===== src/rtl/serial_frame_arbiter.sv =====
// Round-robin arbiter that lends one serial "11"-pair detector to N_REQ requesters,
// one fixed-length frame at a time, and reports a one-cycle result per frame.
//
// state  | meaning
// IDLE   | no owner; round-robin search from last_owner+1
// STREAM | owner granted; one bit sampled per cycle into the pair detector
// REPORT | one-cycle result pulse; owner becomes last_owner
module serial_frame_arbiter #(
  parameter int N_REQ     = 4,
  parameter int FRAME_LEN = 8,
  localparam int ID_W     = $clog2(N_REQ),
  localparam int CNT_W    = $clog2(FRAME_LEN)
) (
  input  logic              clk,
  input  logic              reset,
  input  logic [N_REQ-1:0]  req,
  input  logic [N_REQ-1:0]  x_in,
  output logic [N_REQ-1:0]  gnt,
  output logic              busy,
  output logic              done,
  output logic [ID_W-1:0]   done_id,
  output logic              done_hit,
  output logic              done_abort
);

  localparam logic [1:0] S_IDLE   = 2'd0;
  localparam logic [1:0] S_STREAM = 2'd1;
  localparam logic [1:0] S_REPORT = 2'd2;

  localparam logic [CNT_W-1:0] CNT_LAST = CNT_W'(FRAME_LEN - 1);
  localparam logic [ID_W-1:0]  ID_LAST  = ID_W'(N_REQ - 1);

  logic [1:0]       state_q, state_d;
  logic [ID_W-1:0]  owner_q, owner_d;
  logic [ID_W-1:0]  last_owner_q, last_owner_d;
  logic [CNT_W-1:0] cnt_q, cnt_d;
  logic             prev_q, prev_d;
  logic             hit_q, hit_d;
  logic [ID_W-1:0]  done_id_q, done_id_d;
  logic             done_hit_q, done_hit_d;
  logic             done_abort_q, done_abort_d;

  logic             pick_valid;
  logic [ID_W-1:0]  pick_id;
  logic [ID_W-1:0]  cand;
  int               sum;
  logic             bit_s;
  logic             hit_next;

  // Scan from farthest to nearest so the requester closest after last_owner wins.
  always_comb begin
    pick_valid = 1'b0;
    pick_id    = '0;
    sum        = 0;
    cand       = '0;
    for (int k = N_REQ; k >= 1; k--) begin
      sum = int'(last_owner_q) + k;
      if (sum >= N_REQ) sum = sum - N_REQ;
      cand = ID_W'(sum);
      if (req[cand]) begin
        pick_valid = 1'b1;
        pick_id    = cand;
      end
    end
  end

  assign bit_s    = x_in[owner_q];
  assign hit_next = hit_q | (prev_q & bit_s);

  always_comb begin
    state_d      = state_q;
    owner_d      = owner_q;
    last_owner_d = last_owner_q;
    cnt_d        = cnt_q;
    prev_d       = prev_q;
    hit_d        = hit_q;
    done_id_d    = done_id_q;
    done_hit_d   = done_hit_q;
    done_abort_d = done_abort_q;
    case (state_q)
      S_IDLE: begin
        if (pick_valid) begin
          state_d = S_STREAM;
          owner_d = pick_id;
          cnt_d   = '0;
          prev_d  = 1'b0;
          hit_d   = 1'b0;
        end
      end
      S_STREAM: begin
        if (!req[owner_q]) begin
          state_d      = S_REPORT;
          done_id_d    = owner_q;
          done_hit_d   = 1'b0;
          done_abort_d = 1'b1;
        end else begin
          hit_d  = hit_next;
          prev_d = bit_s;
          cnt_d  = cnt_q + CNT_W'(1);
          if (cnt_q == CNT_LAST) begin
            state_d      = S_REPORT;
            done_id_d    = owner_q;
            done_hit_d   = hit_next;
            done_abort_d = 1'b0;
          end
        end
      end
      S_REPORT: begin
        last_owner_d = owner_q;
        state_d      = S_IDLE;
      end
      default: state_d = S_IDLE;
    endcase
  end

  always_ff @(posedge clk or posedge reset) begin
    if (reset) begin
      state_q      <= S_IDLE;
      owner_q      <= '0;
      last_owner_q <= ID_LAST;
      cnt_q        <= '0;
      prev_q       <= 1'b0;
      hit_q        <= 1'b0;
      done_id_q    <= '0;
      done_hit_q   <= 1'b0;
      done_abort_q <= 1'b0;
    end else begin
      state_q      <= state_d;
      owner_q      <= owner_d;
      last_owner_q <= last_owner_d;
      cnt_q        <= cnt_d;
      prev_q       <= prev_d;
      hit_q        <= hit_d;
      done_id_q    <= done_id_d;
      done_hit_q   <= done_hit_d;
      done_abort_q <= done_abort_d;
    end
  end

  always_comb begin
    gnt = '0;
    if (state_q == S_STREAM) gnt[owner_q] = 1'b1;
  end

  assign busy       = (state_q == S_STREAM) || (state_q == S_REPORT);
  assign done       = (state_q == S_REPORT);
  assign done_id    = done_id_q;
  assign done_hit   = done_hit_q;
  assign done_abort = done_abort_q;

endmodule

===== config.mk =====
export PLATFORM = sky130hd
export DESIGN_NAME = serial_frame_arbiter
export DESIGN_NICKNAME = d
export VERILOG_FILES = /design/src/rtl/serial_frame_arbiter.sv
export SDC_FILE = /design/constraint.sdc
export NUM_CORES = 1
export LEC_CHECK = 0
export CAP_MARGIN = 20
export CORE_MARGIN = 8
export CORE_UTILIZATION = 52
export CTS_CLUSTER_SIZE = 14
export DETAILED_ROUTE_END_ITERATION = 16
export GPL_TIMING_DRIVEN = 0
export MAX_ROUTING_LAYER = met4
export PLACE_DENSITY = 0.86
export SLEW_MARGIN = 40
export SYNTH_ARGS = -nofsm -noshare
export SYNTH_HDL_FRONTEND = slang
export SYNTH_SLANG_ARGS = --single-unit

===== constraint.sdc =====
create_clock -name clk -period 3.1 [get_ports clk]
set_input_delay 0.93 -clock clk [delete_from_list [all_inputs] [get_ports clk]]
set_output_delay 0.93 -clock clk [all_outputs]
set_load 0.1 [all_outputs]

# After elaboration in Yosys (flattened, before gate mapping)
# Index checks and enable logic that the tools add are counted.
[op_classes] n_addsub=9 magnitude_cmp=10 eq_ne=7 mux=45 bitwise_logic=2 n_reduce_logical=8
[ops] operator="2-to-1 mux 2 bit" count=13
[ops] operator="2-to-1 mux 1 bit" count=18
[ops] operator="less-than comparator 2 x 3 -> 1 bit (second input constant)" count=5
[ops] operator="binary-select mux 1 bit (select 2 bit)" count=6
[ops] operator=">= comparator 3 bit (second input constant)" count=3
[ops] operator="subtractor 2 x 1 -> 2 bit (second input constant)" count=4
[ops] operator="adder 2 x 2 -> 3 bit (second input constant)" count=2
[ops] operator="2-to-1 mux 3 bit" count=2
[ops] operator="one-hot mux 3 bit (2 select lines)" count=1
[ops] operator="AND reduction 2 bit" count=3
[ops] operator="adder 2 x 3 -> 4 bit (second input constant)" count=1
[ops] operator=">= comparator 4 x 3 -> 1 bit (second input constant)" count=1
[ops] operator="2-to-1 mux 4 bit" count=1
[ops] operator="!= test 2 bit (second input constant)" count=2
[ops] operator="one-hot mux 1 bit (2 select lines)" count=2
[ops] operator="one-hot mux 2 bit (2 select lines)" count=1
[ops] operator="adder 2 x 1 -> 3 bit (second input constant)" count=1
[ops] operator="adder 3 x 1 -> 3 bit (second input constant)" count=1
[ops] operator="== test 3 bit (second input constant)" count=1
[ops] operator="!= test 3 bit (second input constant)" count=1
[ops] operator="AND reduction 3 bit" count=1
[ops] operator="demux 1 bit (select 2 bit)" count=1
[ops] operator="== test 2 x 1 -> 1 bit (second input constant)" count=1
[ops] operator="== test 2 bit (second input constant)" count=1
[ops] operator="other kinds (8)" count=8
[totals] regBits=15 inputBits=10 output_inout_bits=10 wordCells=90

# Depth between registers and ports, before layout
[logic_depth] word_depth=11 depth_mapped=6 mapped_depth_nobuf=5

# Worst setup path after synthesis
# No wires, ideal clock.
[synth_timing] kind="register to output" start="reg state_q[1]" end="out gnt[2]" arrival_time_ns=3.053 t_required_ns=2.170 slack_ns=-0.883 path_stages_with_launch=5 path_buffers=0 cell_sequence="dfrtp_1 inv_1 ha_1 inv_1 nor3b_1"
[synth_between] elab_chain_cells=2
[synth_rtl] item="from (decl)" line_no="33" source="logic [1:0] state_q, state_d;"
[synth_rtl] item="from (signal assigned)" line_no="128" source="state_q <= state_d;"
[synth_rtl] item="== test 2 x 1 -> 1 bit" line_no="142" source="if (state_q == S_STREAM) gnt[owner_q] = 1'b1;"
[synth_rtl] item="2-to-1 mux 4 bit" line_no="142"
[synth_rtl] item="to (decl)" line_no="18" source="output logic [N_REQ-1:0] gnt,"
# No other way between the ends.

# Worst setup path in the final report
# Ends and elaborated chain as after synthesis.

==> flow_metrics.tcl <==
set metrics [dict create \
    ctsResizeCount 0 \
    synth-edff-count 0 \
    clk_pin_slew_ps 90 \
    clockRootBuffer "clkbuf_4" \
    drc 0 \
    io_pins 20 \
    layout-drive-gt1-share 0.320 \
    clock.fmax_mhz 351 \
    worstSetupPathType "reg -> out" \
    yosys.area.top_type_share 0.361 \
    n_antenna_cell 0 \
    syn_area_per_cell_um2 11.3 \
    arrival_ps 1920 \
    syn-num-nets 97 \
    synth_cell_type_count 33 \
    synth_seq_area_share 0.419 \
    timing.final.crit_period_ps 2850 \
    end_kind "output port" \
    via_per_inst 5.67 \
    place_congestion 0.733 \
    holdBufCountCts 0 \
    cp_max_fo 8 \
    grt.overflow.total 0 \
    cts_buffers 3 \
    die_h_um 57.6 \
    grt_pass1_vias 710 \
    grt_start_max_net_pins 16 \
    cp_slowest_cell "buf_2" \
    final-hold-violation-count 0 \
    synthArstFlopShare 1.00 \
    crit_start "state_q[1]$_DFFE_PP0P_" \
    synthFlopType "dfrtp_1" \
    grt_pass1_wl_um 3000 \
    critical_path_buf_inv_count 3 \
    area_growth_pct 22.1 \
    antenna_found_initial 0 \
    crit_top_cell "inv_1" \
    timing.slew.headroom 0.623 \
    crit_chain "inv_1 > ha_1 > inv_1 > nor3b_2 > buf_2" \
    r2r_start "owner_q[0]$_DFFE_PP0P_" \
    critPathMaxStageDelay_ps 450 \
    drt_iter0_drc 14 \
    die-area_mm2 0.00332 \
    period_share 0.918 \
    critical_path_depth 5 \
    critical_path.top_delay_family "buffers and inverters" \
    worstRegToRegCells 5 \
    core-area_mm2 0.00167 \
    final_cell_mix "dfrtp_1 (13), buf_2 (10), clkdlybuf4s50_1 (9)" \
    holdWs_ps 496 \
    routedWlPerCell_um 15.1 \
    synth_area_leader_cell "dfrtp_1" \
    rsz0062_at_grt "false" \
    crit_required_ps 2170 \
    synth_warnings 0 \
    clock-sinks 15 \
    via_count 680 \
    layout.nets 121 \
    synth.area.top_cells "dfrtp_1 (36%), ha_1 (9.7%), mux2_2 (8.8%)" \
    timing.max_cap.violations 0 \
    final_max_slew_viol_count 0 \
    final_common_cell "dfrtp_1" \
    post_cts_buffers 0 \
    critPathCapture "gnt[2]" \
    hp-class "reg -> reg" \
    tritoncts "done" \
    rr_endpoint "done_id[1]$_DFFE_PP0P_" \
    grt.total_usage 0.119 \
    rrSetupSlack_ps 1250 \
    ys_ff_latch 15 \
    port-buffer-count 19 \
    cts.path.max_buffers 2 \
    die_w_um 57.6 \
    ant_nets 0 \
    drt-total-wl_um 1810 \
    synthCells 80 \
    skew_ps 3.46 \
    setup_viol 0 \
    worst_pin_slew_ps 565 \
    initial_core_util 0.539 \
    clock_latency_ps 290 \
    fp-row-count 15 \
    drtPass1Iterations 4 \
    cts-htree-levels 1 \
    netlist_area_um2 901 \
    start_kind "register" \
    status "finished, final reports clean" \
    dp_hpwl_um 1420 \
]
[synthesized netlist by cell type (2+ instances only)]
master / number
buf_6: 2
o21ai_0: 4
mux2i_1: 2
inv_1: 6
dfstp_2: 2
a22o_1: 2
ha_1: 7
a21oi_1: 4
dfrtp_1: 13
nand2_1: 5
nor2_1: 3
mux2_2: 7
nand2b_1: 3
[worst min path at each step]
stage / from / cells past startpoint / end / slack (ps)
finish: done_abort$_DFFE_PP0P_ / 2 / done_abort$_DFFE_PP0P_ / 500
global route: done_abort$_DFFE_PP0P_ / 2 / done_abort$_DFFE_PP0P_ / 530
CTS: done_hit$_DFFE_PP0P_ / 1 / done_hit$_DFFE_PP0P_ / 510
detailed placement: done_hit$_DFFE_PP0P_ / 1 / done_hit$_DFFE_PP0P_ / 490
global placement: done_abort$_DFFE_PP0P_ / 2 / done_abort$_DFFE_PP0P_ / 460
floorplan: cnt_q[1]$_DFFE_PP0P_ / 1 / cnt_q[1]$_DFFE_PP0P_ / 470
[stage by stage]
stage,utilization,setup TNS [ps],cells,worst slack (ps),area (um2)
global placement,0.672,-92.3,116,-81.9,1120
CTS,0.658,0,120,250,1100
finish,0.658,0,120,254,1100
detailed placement,0.642,0,116,330,1070
floorplan,-,0,80,90.6,911
global route,0.658,0,120,111,1100
[registers in the layout (all words and copies together) (netlist names)]
name / flops
done_hit: 1
hit_q: 1
done_id: 2
prev_q: 1
owner_q: 2
state_q: 2
cnt_q: 3
done_abort: 1
last_owner_q: 2
[worst register-to-register path, cell delays in order, from the launching register on]
cell and delay (ps):
dfrtp_1 390, buf_6 150, mux4_2 390, inv_1 60
o21ai_0 380, mux2_2 390
[cell families after synthesis]
family	after synthesis	share of synthesized area
xor gates and xnor gates	1	0.00972
buffers and inverters	9	0.0555
AOI/OAI and AO/OA	19	0.146
muxes	11	0.164
and+or+nand+nor	18	0.108
adders and majority gates	7	0.0972
DFF	15	0.419
[metal layers]
layer	routed length, um	track usage
met1	782	0.134
met2	893	0.190
met3	88	0.0265
met4	43	0.0750
met5	0	-
[area by class of cell]
cell class	instances	area (um2)
Buffer	3	27.5
Clock buffer	3	22.5
Clock inverter	1	5.00
Fill cell	144	571
Inverter	6	22.5
Multi-Input combinational cell	56	483
Sequential cell	15	378
Tap cell	17	21.3
Timing Repair Buffer	19	140
Power is left out: the tool's default activity adds up to more than one toggle a clock period on the data nets, which glitch-free logic cannot reach.
